[src/rtl/fifo_pkg.sv]
// Shared sizing helpers for the synchronous FIFO.
// Default depth and pointer-width function.
package fifo_pkg;

  localparam int DEFAULT_DEPTH = 16;

  // Pointer width, never below 1 bit.
  function automatic int clog2_min1(input int n);
    return (n <= 2) ? 1 : $clog2(n);
  endfunction

endpackage

[src/rtl/fifo_ram.sv]
// Simple dual-port RAM: sync write port, async read port.
// Ports: clk, we/waddr/wdata (write), raddr/rdata (read).
module fifo_ram
  import fifo_pkg::*;
#(
  parameter int WIDTH = 8,
  parameter int DEPTH = DEFAULT_DEPTH
) (
  input  logic                         clk,
  input  logic                         we,
  input  logic [clog2_min1(DEPTH)-1:0] waddr,
  input  logic [WIDTH-1:0]             wdata,
  input  logic [clog2_min1(DEPTH)-1:0] raddr,
  output logic [WIDTH-1:0]             rdata
);

  logic [WIDTH-1:0] mem [DEPTH];

  always_ff @(posedge clk) begin
    if (we) mem[waddr] <= wdata;
  end

  assign rdata = mem[raddr];

endmodule

[src/rtl/sync_fifo.sv]
// Single-clock FIFO: pointers, occupancy, flags, read mode.
// Ports: clk, rst, flush, wr_en/din, rd_en/dout, status flags.
module sync_fifo
  import fifo_pkg::*;
#(
  parameter int WIDTH         = 8,
  parameter int DEPTH         = DEFAULT_DEPTH,
  parameter int FWFT          = 0,
  parameter int AFULL_THRESH  = DEPTH - 1,
  parameter int AEMPTY_THRESH = 1
) (
  input  logic                         clk,
  input  logic                         rst,
  input  logic                         flush,
  input  logic                         wr_en,
  input  logic [WIDTH-1:0]             din,
  output logic                         full,
  output logic                         almost_full,
  input  logic                         rd_en,
  output logic [WIDTH-1:0]             dout,
  output logic                         empty,
  output logic                         almost_empty,
  output logic [clog2_min1(DEPTH):0]   count,
  output logic                         overflow,
  output logic                         underflow
);

  localparam int AW = clog2_min1(DEPTH);
  localparam int CW = AW + 1;

  localparam logic [CW-1:0] DEPTH_C = CW'(DEPTH);
  localparam logic [CW-1:0] AF_C    = CW'(AFULL_THRESH);
  localparam logic [CW-1:0] AE_C    = CW'(AEMPTY_THRESH);

  if ((DEPTH < 2) || ((DEPTH & (DEPTH - 1)) != 0)) begin : g_depth_err
    $error("sync_fifo: DEPTH must be a power of 2 and >= 2");
  end
  if ((AFULL_THRESH < 1) || (AFULL_THRESH > DEPTH)) begin : g_af_err
    $error("sync_fifo: AFULL_THRESH out of range 1..DEPTH");
  end
  if ((AEMPTY_THRESH < 0) || (AEMPTY_THRESH > DEPTH - 1)) begin : g_ae_err
    $error("sync_fifo: AEMPTY_THRESH out of range 0..DEPTH-1");
  end

  logic [AW-1:0]    head;
  logic [AW-1:0]    tail;
  logic [CW-1:0]    cnt;
  logic [WIDTH-1:0] rdata;
  logic [WIDTH-1:0] dout_q;
  logic             wr_acc;
  logic             rd_acc;

  // Flags depend on the count register only.
  assign empty        = (cnt == '0);
  assign full         = (cnt == DEPTH_C);
  assign almost_full  = (cnt >= AF_C);
  assign almost_empty = (cnt <= AE_C);
  assign count        = cnt;

  // Flush and reset swallow requests outright.
  assign wr_acc = wr_en & ~full  & ~flush & ~rst;
  assign rd_acc = rd_en & ~empty & ~flush & ~rst;

  fifo_ram #(
    .WIDTH (WIDTH),
    .DEPTH (DEPTH)
  ) u_ram (
    .clk   (clk),
    .we    (wr_acc),
    .waddr (tail),
    .wdata (din),
    .raddr (head),
    .rdata (rdata)
  );

  always_ff @(posedge clk) begin
    if (rst) begin
      head      <= '0;
      tail      <= '0;
      cnt       <= '0;
      overflow  <= 1'b0;
      underflow <= 1'b0;
      dout_q    <= '0;
    end else if (flush) begin
      head      <= '0;
      tail      <= '0;
      cnt       <= '0;
      overflow  <= 1'b0;
      underflow <= 1'b0;
    end else begin
      if (wr_acc) tail <= tail + 1'b1;
      if (rd_acc) head <= head + 1'b1;
      case ({wr_acc, rd_acc})
        2'b10:   cnt <= cnt + 1'b1;
        2'b01:   cnt <= cnt - 1'b1;
        default: cnt <= cnt;
      endcase
      overflow  <= wr_en & full;
      underflow <= rd_en & empty;
      if (rd_acc) dout_q <= rdata;
    end
  end

  if (FWFT != 0) begin : g_fwft
    assign dout = rdata;
  end else begin : g_reg
    assign dout = dout_q;
  end

endmodule

[config.mk]
export PLATFORM = sky130hd
export DESIGN_NAME = sync_fifo
export DESIGN_NICKNAME = d
export VERILOG_FILES = /design/src/rtl/fifo_pkg.sv /design/src/rtl/fifo_ram.sv /design/src/rtl/sync_fifo.sv
export SDC_FILE = /design/constraint.sdc
export NUM_CORES = 1
export LEC_CHECK = 0
export CORE_MARGIN = 5
export CORE_UTILIZATION = 36
export CTS_CLUSTER_DIAMETER = 60
export DETAILED_ROUTE_END_ITERATION = 8
export GPL_ROUTABILITY_DRIVEN = 0
export GPL_TIMING_DRIVEN = 0
export PLACE_DENSITY = 0.63
export SLEW_MARGIN = 20
export SYNTH_ARGS = -nofsm -noshare
export SYNTH_HDL_FRONTEND = slang
export SYNTH_SLANG_ARGS = --single-unit
export TNS_END_PERCENT = 5
[constraint.sdc]
create_clock -name clk -period 3.5 [get_ports clk]
set_clock_uncertainty 0.1 [all_clocks]
set_input_delay 1.05 -clock clk [delete_from_list [all_inputs] [get_ports clk]]
set_output_delay 1.05 -clock clk [all_outputs]
set_load 0.01 [all_outputs]
# --- Word level (Yosys, flattened, before mapping) ---
# Memory sizes are Yosys's and may differ from the RTL's. A register that Yosys moved wholly into a read port is not among the register bits.
# Index checks and enable logic that the tools add are counted.
word_totals:
  regBits: 15
  latchBits: 0
  ramBits: 128
  rom_bits: 0
  out_inout_bits: 19
  word_cells: 34
  mem_count: 1
mem_list:
  columns: ["memory", "depth", "width", "read_ports", "rd_clocked_by_memory_dff", "wr", "line_no", "rtl"]
  rows:
  - ["u_ram.mem", 16, 8, 1, 1, 1, "fifo_ram.sv:17", "logic [WIDTH-1:0] mem [DEPTH];"]
classes:
  addsub: 4
  n_mul: 0
  div: 0
  order_cmp: 2
  n_eq_ne: 3
  n_shift: 0
  n_mux: 3
  bitwise_logic: 12
  reduce_logical: 4
op_table:
  columns: ["operator", "count"]
  rows:
  - ["5-bit case mux with 2 select lines", 1]
  - ["4-bit by 1-bit adder with 4-bit output, second input constant", 2]
  - ["1-bit bitwise AND", 8]
  - ["5-bit by 1-bit adder with 5-bit output, second input constant", 1]
  - ["5-bit == test, second input constant", 1]
  - ["5-bit by 4-bit >= comparator with 1-bit output, second input constant", 1]
  - ["5-bit by 1-bit less-or-equal comparator with 1-bit output, second input constant", 1]
  - ["5-bit logical NOT", 1]
  - ["5-bit by 1-bit subtractor with 5-bit output, second input constant", 1]
  - ["1-bit NOT", 4]
  - ["2-bit by 1-bit == test with 1-bit output, second input constant", 1]
  - ["2-bit == test, second input constant", 1]
  - ["1-bit 2-to-1 mux", 2]
  - ["2-bit AND reduction", 1]
  - ["2-bit nonzero test", 1]
  - ["2-bit OR reduction", 1]

# --- Longest topological paths before layout ---
# Gate-level depths: netlist of the first run.
logic_depth:
  depth_word: 7
  ltp_mapped: 12
  mapped_depth_nobuf: 10

# --- By module ---
# A second synthesis of the first run with hierarchy kept.
unflattened:
  cells_unflattened: 357
  hier_area_um2: 6278.5
modules_own_cells:
  columns: ["module", "n_inst", "cells_per_inst", "area_each_um2"]
  rows:
  - ["fifo_ram", 1, 221, 4987.3]
  - ["sync_fifo", 1, 136, 1291.2]

# --- Worst setup path before layout of the first run ---
# OpenSTA, ideal clock, no wires.
synth_path:
  kind: "in2reg"
  startpoint: "in flush"
  endpoint: "reg cnt[3] (netlist: count[3])"
  setup_ns: 0.128
  arrival_time_ns: 2.689
  required_ns: 3.272
  setup_slack_ns: 0.583
  path_stages: 9
  n_path_buf: 1
  path_cell_list: "nor3b_4 > nand2_4 > inv_1 > ha_1 > clkbuf_2 > or4b_1 > a21oi_1 > xnor2_1 > nor2_1"
synth_via:
  elab_chain_cells: 5
  elab_cells_between_ends: 10
  cone_classes: "2 x eq/ne; 1 x mux; 5 x bitwise; 2 x reduce/logical"
synth_lines:
  columns: ["item", "line_no", "rtl"]
  rows:
  - ["from (decl)", "sync_fifo.sv:14", "input logic flush,"]
  - ["1-bit NOT (no source line) (*)", null, null]
  - ["1-bit bitwise AND (*) (2 in a row)", "sync_fifo.sv:62", "assign rd_acc = rd_en & ~empty & ~flush & ~rst;"]
  - ["named net rd_acc", "sync_fifo.sv:51", "logic rd_acc;"]
  - ["2-bit by 1-bit == test with 1-bit output or 2-bit == test (tied branches)", "sync_fifo.sv:93", "case ({wr_acc, rd_acc})"]
  - ["5-bit case mux with 2 select lines or 2-bit nonzero test (tied branches)", null, null]
  - ["to (signal assigned)", "sync_fifo.sv:94", "2'b10: cnt <= cnt + 1'b1;"]
  - ["to (signal assigned)", "sync_fifo.sv:95", "2'b01: cnt <= cnt - 1'b1;"]
  - ["to (signal assigned)", "sync_fifo.sv:96", "default: cnt <= cnt;"]
  - ["to (decl)", "sync_fifo.sv:47", "logic [CW-1:0] cnt;"]
# Mark *: on every way through the listed nets, which the timed path passes. The rest lies on a longest branch.
# A chain may end at the register's enable or synchronous reset.

# --- Worst setup path after layout of the first run ---
# Same ends and word-level chain as after synthesis.

==> run summary, run 1 <==
Mapped Avg Cell Area - 18.08 µm²
Die Width - 142.2 µm
LEAKAGE - 2.433 nW
Worst Setup Path Type - input port to flop
Async S/R FF share, synth - 0%
Slowest stage delay, CP - 0.50 ns
Post-synth top cells - edfxtp_1 (128), nor2_1 (24), dfxtp_1 (23), mux4_1 (20)
Clock Latency Late Sink - 0.42 ns
Hold-fix buffers, CTS - 0
Core ar. - 0.01724 mm²
Die area - 0.02022 mm²
CP endpoint kind - flop
Outcome - completed
DR WL/cell - 19.17 µm
Crit share post-route - 94.92%
Net Count, Synth - 372
GRT busiest layer - met2
Cell taking the most area after synthesis - edfxtp_1
Register bit count reported by yosys - 151
Dpl hpwl - 8104 µm
CP max stage cell - clkdlybuf4s50_1
Starting Density - 36.50%
Reg-to-reg endpoint - count[2]$_SDFFE_PP0P_
Vias in the first global route - 3328
Fin worst setup slack - 0.1777 ns
Worst r2r src - count[0]$_SDFFE_PP0P_
Total grt overflow - 0
WHS Path Cells - 2
CTS tree - yes
Final wirelength - 12190 µm
# Max-Cap Violations - 0
Synth Warn # - 0
Setup-failing EPs final - 0
Met2 Use GR - 20.70%
Number of port buffers - 31
CP cell instances - clkdlybuf4s50_1, nor3b_4, nand2_4, inv_1, ha_1, clkbuf_2, or4b_1, a21oi_1, xnor2_1, nor2_1
Nets - 422
Total track usage - 12.70%
CP arrival - 3.51 ns
R2r setup slk - 0.78 ns
Worst Path Max Fanout - 10
Post-CTS Setup Inserts - 0
Cell Pwr Density - 511.5 mW/mm²
Drt initial violations - 232
CP Data Required Time - 3.69 ns
Num CTS Buffers - 17
# clock sinks - 151
Top-count cell post-synth - edfxtp_1
Pre-CTS WS - -0.2662 ns
Rel. slew slack - 38.31%
H-tree levels - 4
Clock slew at reported path FFs - 0.06 ns
Global-route wire length before repair - 18590 µm
I/O pins - 32
P&R area growth vs syn - 19.15%
Post_cts resized - 2
Initial antenna violation count - 0
Min-delay src - dout[4]$_SDFFE_PP0P_
VDD IR-drop max - 0.3915 mV
Fin util - 43.49%
DR vias - 3174
Max-slew violations - 0
Most used DFF post-synth - edfxtp_1
Cell count of the worst reg-to-reg path - 10
Mapped Cells - 348
Largest net degree at the start of global routing - 17
Fmax - 0.3010 GHz
Most area-consuming cells after synthesis - edfxtp_1 (61%), mux4_1 (8.4%), dfxtp_1 (7.3%)
Yosys top cell area share - 61.10%
Worst Tran Pin Value - 0.9219 ns
EDFF count, synth - 128
Detailed-router iteration count before antenna repair - 4
Share of cells above drive strength 1 - 19.71%
CTS Buffer Depth - 2
Final Critical Period - 3.322 ns
Inserted Diodes - 0
RSZ-0062 raised after global routing - no
Hold crit path type - flop to flop
TNS Setup - 0 ns
Seq/Total Area, Yosys - 68.42%
DRC - 0
M1 GR Usage - 16.09%
CTS root buf - clkbuf_16
Area of the multi-input gates - 0.001822 mm²
Std-Cell Rows - 48
Synth Cell Area - 0.006291 mm²
Reg area - 0.004307 mm²
Crit path launch type - input port
Worst Hold End - dout[4]$_SDFFE_PP0P_
GR Layer Usage met3 - 4.200%
Total power - 3.835 mW
Via density - 4.991
Final Hold Violating Endpoints - 0
Unique masters post-synth - 45
FILL cells - 1478
Die height - 142.2 µm
Post-DRT Antenna Nets - 0
flip-flops by register name, summed over array words and instances (netlist names):
| signal | cells |
|---|---|
| count | 5 |
| dout | 8 |
| head | 4 |
| overflow | 1 |
| tail | 4 |
| u_ram.mem | 128 |
| underflow | 1 |
critical path: cells and delay by family:
family	cells	cell delay [ns]
compound gates	1	0.19
fa+ha+maj	1	0.14
simple gates	4	1.21
xor+xnor	1	0.14
buf+inv	3	0.79
where the power goes:
part	total, mW	internal, mW	switching [mW]
sequential	1.96	1.96	0.00323
combinational	0.0892	0.0338	0.0554
clock	1.79	1.09	0.694
logic make-up after synthesis:
group | after synthesis | share of synthesized area, %
AOI/OAI and AO/OA | 25 | 3.182
and+or+nand+nor | 75 | 6.663
adders and majority gates | 11 | 2.188
xor gates and xnor gates | 9 | 1.253
muxes | 49 | 15.35
buffers and inverters | 28 | 2.943
DFF | 151 | 68.42
area by class of cell:
| type | count | area share [%] |
|---|---|---|
| sequential | 151 | 57.45 |
| multi-input combinational | 169 | 24.30 |
| clock buffer | 23 | 6.243 |
| timing repair buffer | 31 | 4.173 |
| tap | 225 | 3.756 |
| buffer | 19 | 2.070 |
| clock inverter | 9 | 1.552 |
| inverter | 9 | 0.4507 |
how the worst max path moves through the flow:
stage / depth (start not counted) / slack, ns / to / from
after floorplan: 9 / 0.58 / count[3]$_SDFFE_PP0P_ / flush
after global placement: 6 / -0.56 / u_ram.mem[1][6]$_DFFE_PP_ / rst
after detailed placement: 10 / -0.27 / count[3]$_SDFFE_PP0P_ / rst
after CTS: 6 / 0.03 / empty / count[1]$_SDFFE_PP0P_
after global routing: 10 / 0.02 / count[3]$_SDFFE_PP0P_ / flush
final: 10 / 0.18 / count[3]$_SDFFE_PP0P_ / flush
placed cells by master (no fill, tap or decap), types with 2 or more instances in the layout:
cell and count:
edfxtp_1 128, clkdlybuf4s50_1 30, nor2_1 24, dfxtp_1 21
mux4_1 20, nand2_1 17, mux2i_1 17, clkbuf_16 17
mux4_2 12, ha_1 11, clkbuf_1 9, inv_1 8
o22a_2 7, a21oi_2 7, xor2_1 7, buf_2 6
nand3_1 6, a21oi_1 5, nor3_2 4, clkinvlp_4 4
buf_6 3, nand2b_1 3, and3_1 3, buf_12 3
or4b_1 2, o22a_1 2, xnor2_1 2, nor2b_1 2
bufinv_16 2, clkbuf_8 2, inv_6 2, dfxtp_2 2
stage by stage:
stage               area [µm²]  std cells  hold WS (ns)
floorplan                 6291        348        0.3805
global placement          6883        604        0.3499
detailed placement        6903        604        0.3486
CTS                       7488        636        0.3572
global route              7496        636        0.3958
finish                    7496        636        0.3569
layer usage:
layer  wire [µm]  vias to the layer above  part of all wire (%)
li1            -                     1479                     -
met1        5405                     1618                    44
met2        6047                       70                    50
met3         627                        7                   5.1
met4         108                        0                  0.89
met5           0                        -                     0
No activity file was read; power rests on OpenSTA's default activity.
==> run 2: changes to the inputs <==
- CAP_MARGIN: not set -> 5
- REMOVE_ABC_BUFFERS: not set -> 1
- SKIP_LAST_GASP: not set -> 1
==> run summary, run 2 (synthesis results as in run 1) <==
Outcome - finished, violations left
Failing checks - negative setup slack
Hold crit path type - flop to flop
Commonest non-fill, non-tap cell in the layout - edfxtp_1
Rel. slew slack - 40.07% (+1.8 points)
CTS root buf - clkbuf_16
Worst Setup Path Type - input port to flop
Min-delay src - dout[4]$_SDFFE_PP0P_
DR vias - 3149 (-0.79%)
Die Width - 142.2 µm (unchanged)
Largest net degree at the start of global routing - 36 (+19)
Most frequent cells in the layout - edfxtp_1 (128), clkdlybuf4s50_1 (31), mux4_1 (20), dfxtp_1 (20)
Inserted Diodes - 0 (unchanged)
WHS Path Cells - 2 (unchanged)
LEAKAGE - 2.372 nW (-2.5%)
RSZ-0062 raised after global routing - yes
Combinational power share - 2.3% (about the same)
Worst path bufs/invs - 1 (-2)
Slowest stage delay, CP - 0.82 ns (+0.32 ns)
CP arrival - 3.54 ns (+0.03 ns)
Top delay family on crit path - simple AND/OR/NAND/NOR gates
# Max-Cap Violations - 0 (unchanged)
Die area - 0.02022 mm² (unchanged)
DRC - 0 (unchanged)
CP cell instances - clkdlybuf4s50_1, nor3b_1, nand3_1, nor2_1
TNS Setup - -6.003 ns (-6.003 ns)
Total track usage - 12.40% (-0.30 points)
Hold_ws - 0.3651 ns (+0.008169 ns)
Worst Tran Pin Value - 0.8957 ns (-0.02621 ns)
Cell Pwr Density - 507.6 mW/mm² (-0.77%)
Die height - 142.2 µm (unchanged)
Drt initial violations - 190 (-18%)
Fin worst setup slack - -0.1019 ns (-0.2797 ns)
Worst r2r src - count[1]$_SDFFE_PP0P_
Internal power - 3.006 mW (-2.5%)
Global-route wire length before repair - 18410 µm (-0.96%)
VDD IR-drop max - 0.3527 mV (-9.9%)
Dpl hpwl - 7646 µm (-5.7%)
Clock power frac - 45.6% (-1.0 points)
Max reg flops - 128 (unchanged)
CP Data Required Time - 3.44 ns (-0.25 ns)
Share of cells above drive strength 1 - 21.11% (+1.4 points)
Max-slew violations - 0 (unchanged)
Core ar. - 0.01724 mm² (unchanged)
H-tree levels - 4 (unchanged)
Fin util - 43.00% (-0.49 points)
Number of port buffers - 31 (unchanged)
Worst Path Max Fanout - 14 (+4)
P&R area growth vs syn - 17.82%
I/O pins - 32 (unchanged)
Crit share post-route - 102.9% (+8.0 points)
Initial antenna violation count - 0 (unchanged)
Std-Cell Rows - 48 (unchanged)
NetSw - 756.3 µW (+0.50%)
Fmax - 0.2776 GHz (-7.8%)
Final wirelength - 12080 µm (-0.94%)
Num CTS Buffers - 17 (unchanged)
Cell count of the worst reg-to-reg path - 10 (unchanged)
Detailed-router iteration count before antenna repair - 4 (unchanged)
Clock slew at reported path FFs - 0.06 ns (about the same)
CP endpoint kind - flop
CTS tree - yes
Setup-failing EPs final - 102 (+102)
Post-DRT Antenna Nets - 0 (unchanged)
Vias in the first global route - 3209 (-3.6%)
Worst Hold End - dout[4]$_SDFFE_PP0P_
Total grt overflow - 0 (unchanged)
# clock sinks - 151 (unchanged)
Sequential share of power - 52.1% (+1.0 points)
CP max stage cell - clkdlybuf4s50_1
Final Critical Period - 3.602 ns (+0.2797 ns)
Reg-to-reg endpoint - count[3]$_SDFFE_PP0P_
Net Sw Frac - 20.10% (+0.48 points)
Starting Density - 36.50% (unchanged)
Via density - 5.055 (+1.3%)
R2r setup slk - 0.80 ns (+0.02 ns)
DR WL/cell - 19.38 µm (+1.1%)
Crit path launch type - input port
CTS Buffer Depth - 2 (unchanged)
Most flops, register - u_ram.mem
Final Hold Violating Endpoints - 0 (unchanged)
Clock Latency Late Sink - 0.42 ns (about the same)
Nets - 409 (-3.1%)
==> run 2: cell types whose count changed in the layout (fill, tap and decap cells not counted), moves of 3 or more <==
cell,delta
buf_4,+4
buf_6,-3
clkbuf_1,-6
buf_12,-3
nor2_1,-10
nor2_2,+10
buf_2,-6
==> run 2: worst register-to-register path, stage by stage, from the launching register on <==
cell and delay (ns):
dfxtp_1 0.37, inv_1 0.16, ha_1 0.19, nand4bb_1 0.24, and2_0 0.32, inv_1 0.09
ha_1 0.29, or4b_1 0.46, a21oi_1 0.18, xnor2_1 0.14, nor2_1 0.05
==> run 2: metrics by stage <==
stage / std cells / power (mW) / area (µm²) / setup slack (ns)
floorplan: 329 / 2.029 / 6140 / 0.6080
global placement: 585 / 2.079 / 6731 / -1.109
detailed placement: 590 / 2.084 / 6815 / -0.7580
CTS: 623 / 3.784 / 7410 / -0.09771
global route: 623 / 3.875 / 7412 / -0.2406
finish: 623 / 3.762 / 7412 / -0.1019
==> run 2: how the worst max path moves through the flow <==
stage | from | endpoint | slack, ns | cells past startpoint
5_1_grt | rst | count[2]$_SDFFE_PP0P_ | -0.24 | 7
3_5_place_dp | rst | u_ram.mem[12][5]$_DFFE_PP_ | -0.76 | 5
4_1_cts | rst | u_ram.mem[7][1]$_DFFE_PP_ | -0.1 | 4
2_1_floorplan | flush | count[3]$_SDFFE_PP0P_ | 0.61 | 8
6_report | rst | u_ram.mem[11][1]$_DFFE_PP_ | -0.10 | 4
3_3_place_gp | rst | u_ram.mem[0][5]$_DFFE_PP_ | -1.11 | 5
==> run 2: power by group through the flow <==
stage / logic (mW) / clock network, mW / registers (mW)
4_1_cts: 0.0879 / 1.74 / 1.96
5_1_grt: 0.0948 / 1.82 / 1.96
3_5_place_dp: 0.0859 / 0 / 2.00
2_1_floorplan: 0.0313 / 0 / 2.00
6_report: 0.0872 / 1.72 / 1.96
3_3_place_gp: 0.0812 / 0 / 2.00
==> run 2: layout make-up <==
class | count | area, µm²
fill | 1504 | 9824
sequential | 151 | 4310
multi-input combinational | 169 | 1851
clock buffer | 22 | 464.2
timing repair buffer | 37 | 375.4
tap | 225 | 281.5
clock inverter | 10 | 96.34
inverter | 9 | 33.78
==> run 2: routing by layer <==
| metal | share of wire, % | up-vias | routed length, µm | GRT usage, % |
|---|---|---|---|---|
| met2 | 50 | 73 | 5996 | 20.45 |
| met3 | 4.3 | 14 | 519 | 3.763 |
| met4 | 1.7 | 0 | 205 | 4.495 |
| met5 | 0 | - | 0 | 0 |
| met1 | 44 | 1611 | 5353 | 15.53 |
| li1 | - | 1451 | - | - |
==> run 2: timing repair <==
| item | CTS | global route |
|---|---|---|
| gates resized for setup | 10 | 1 |
| setup buffers | 1 | 0 |
| endpoints found under the setup margin | 104 | 120 |
| hold buffers | 0 | 0 |
| cloned | 0 | 0 |
| pin swaps | 1 | 0 |
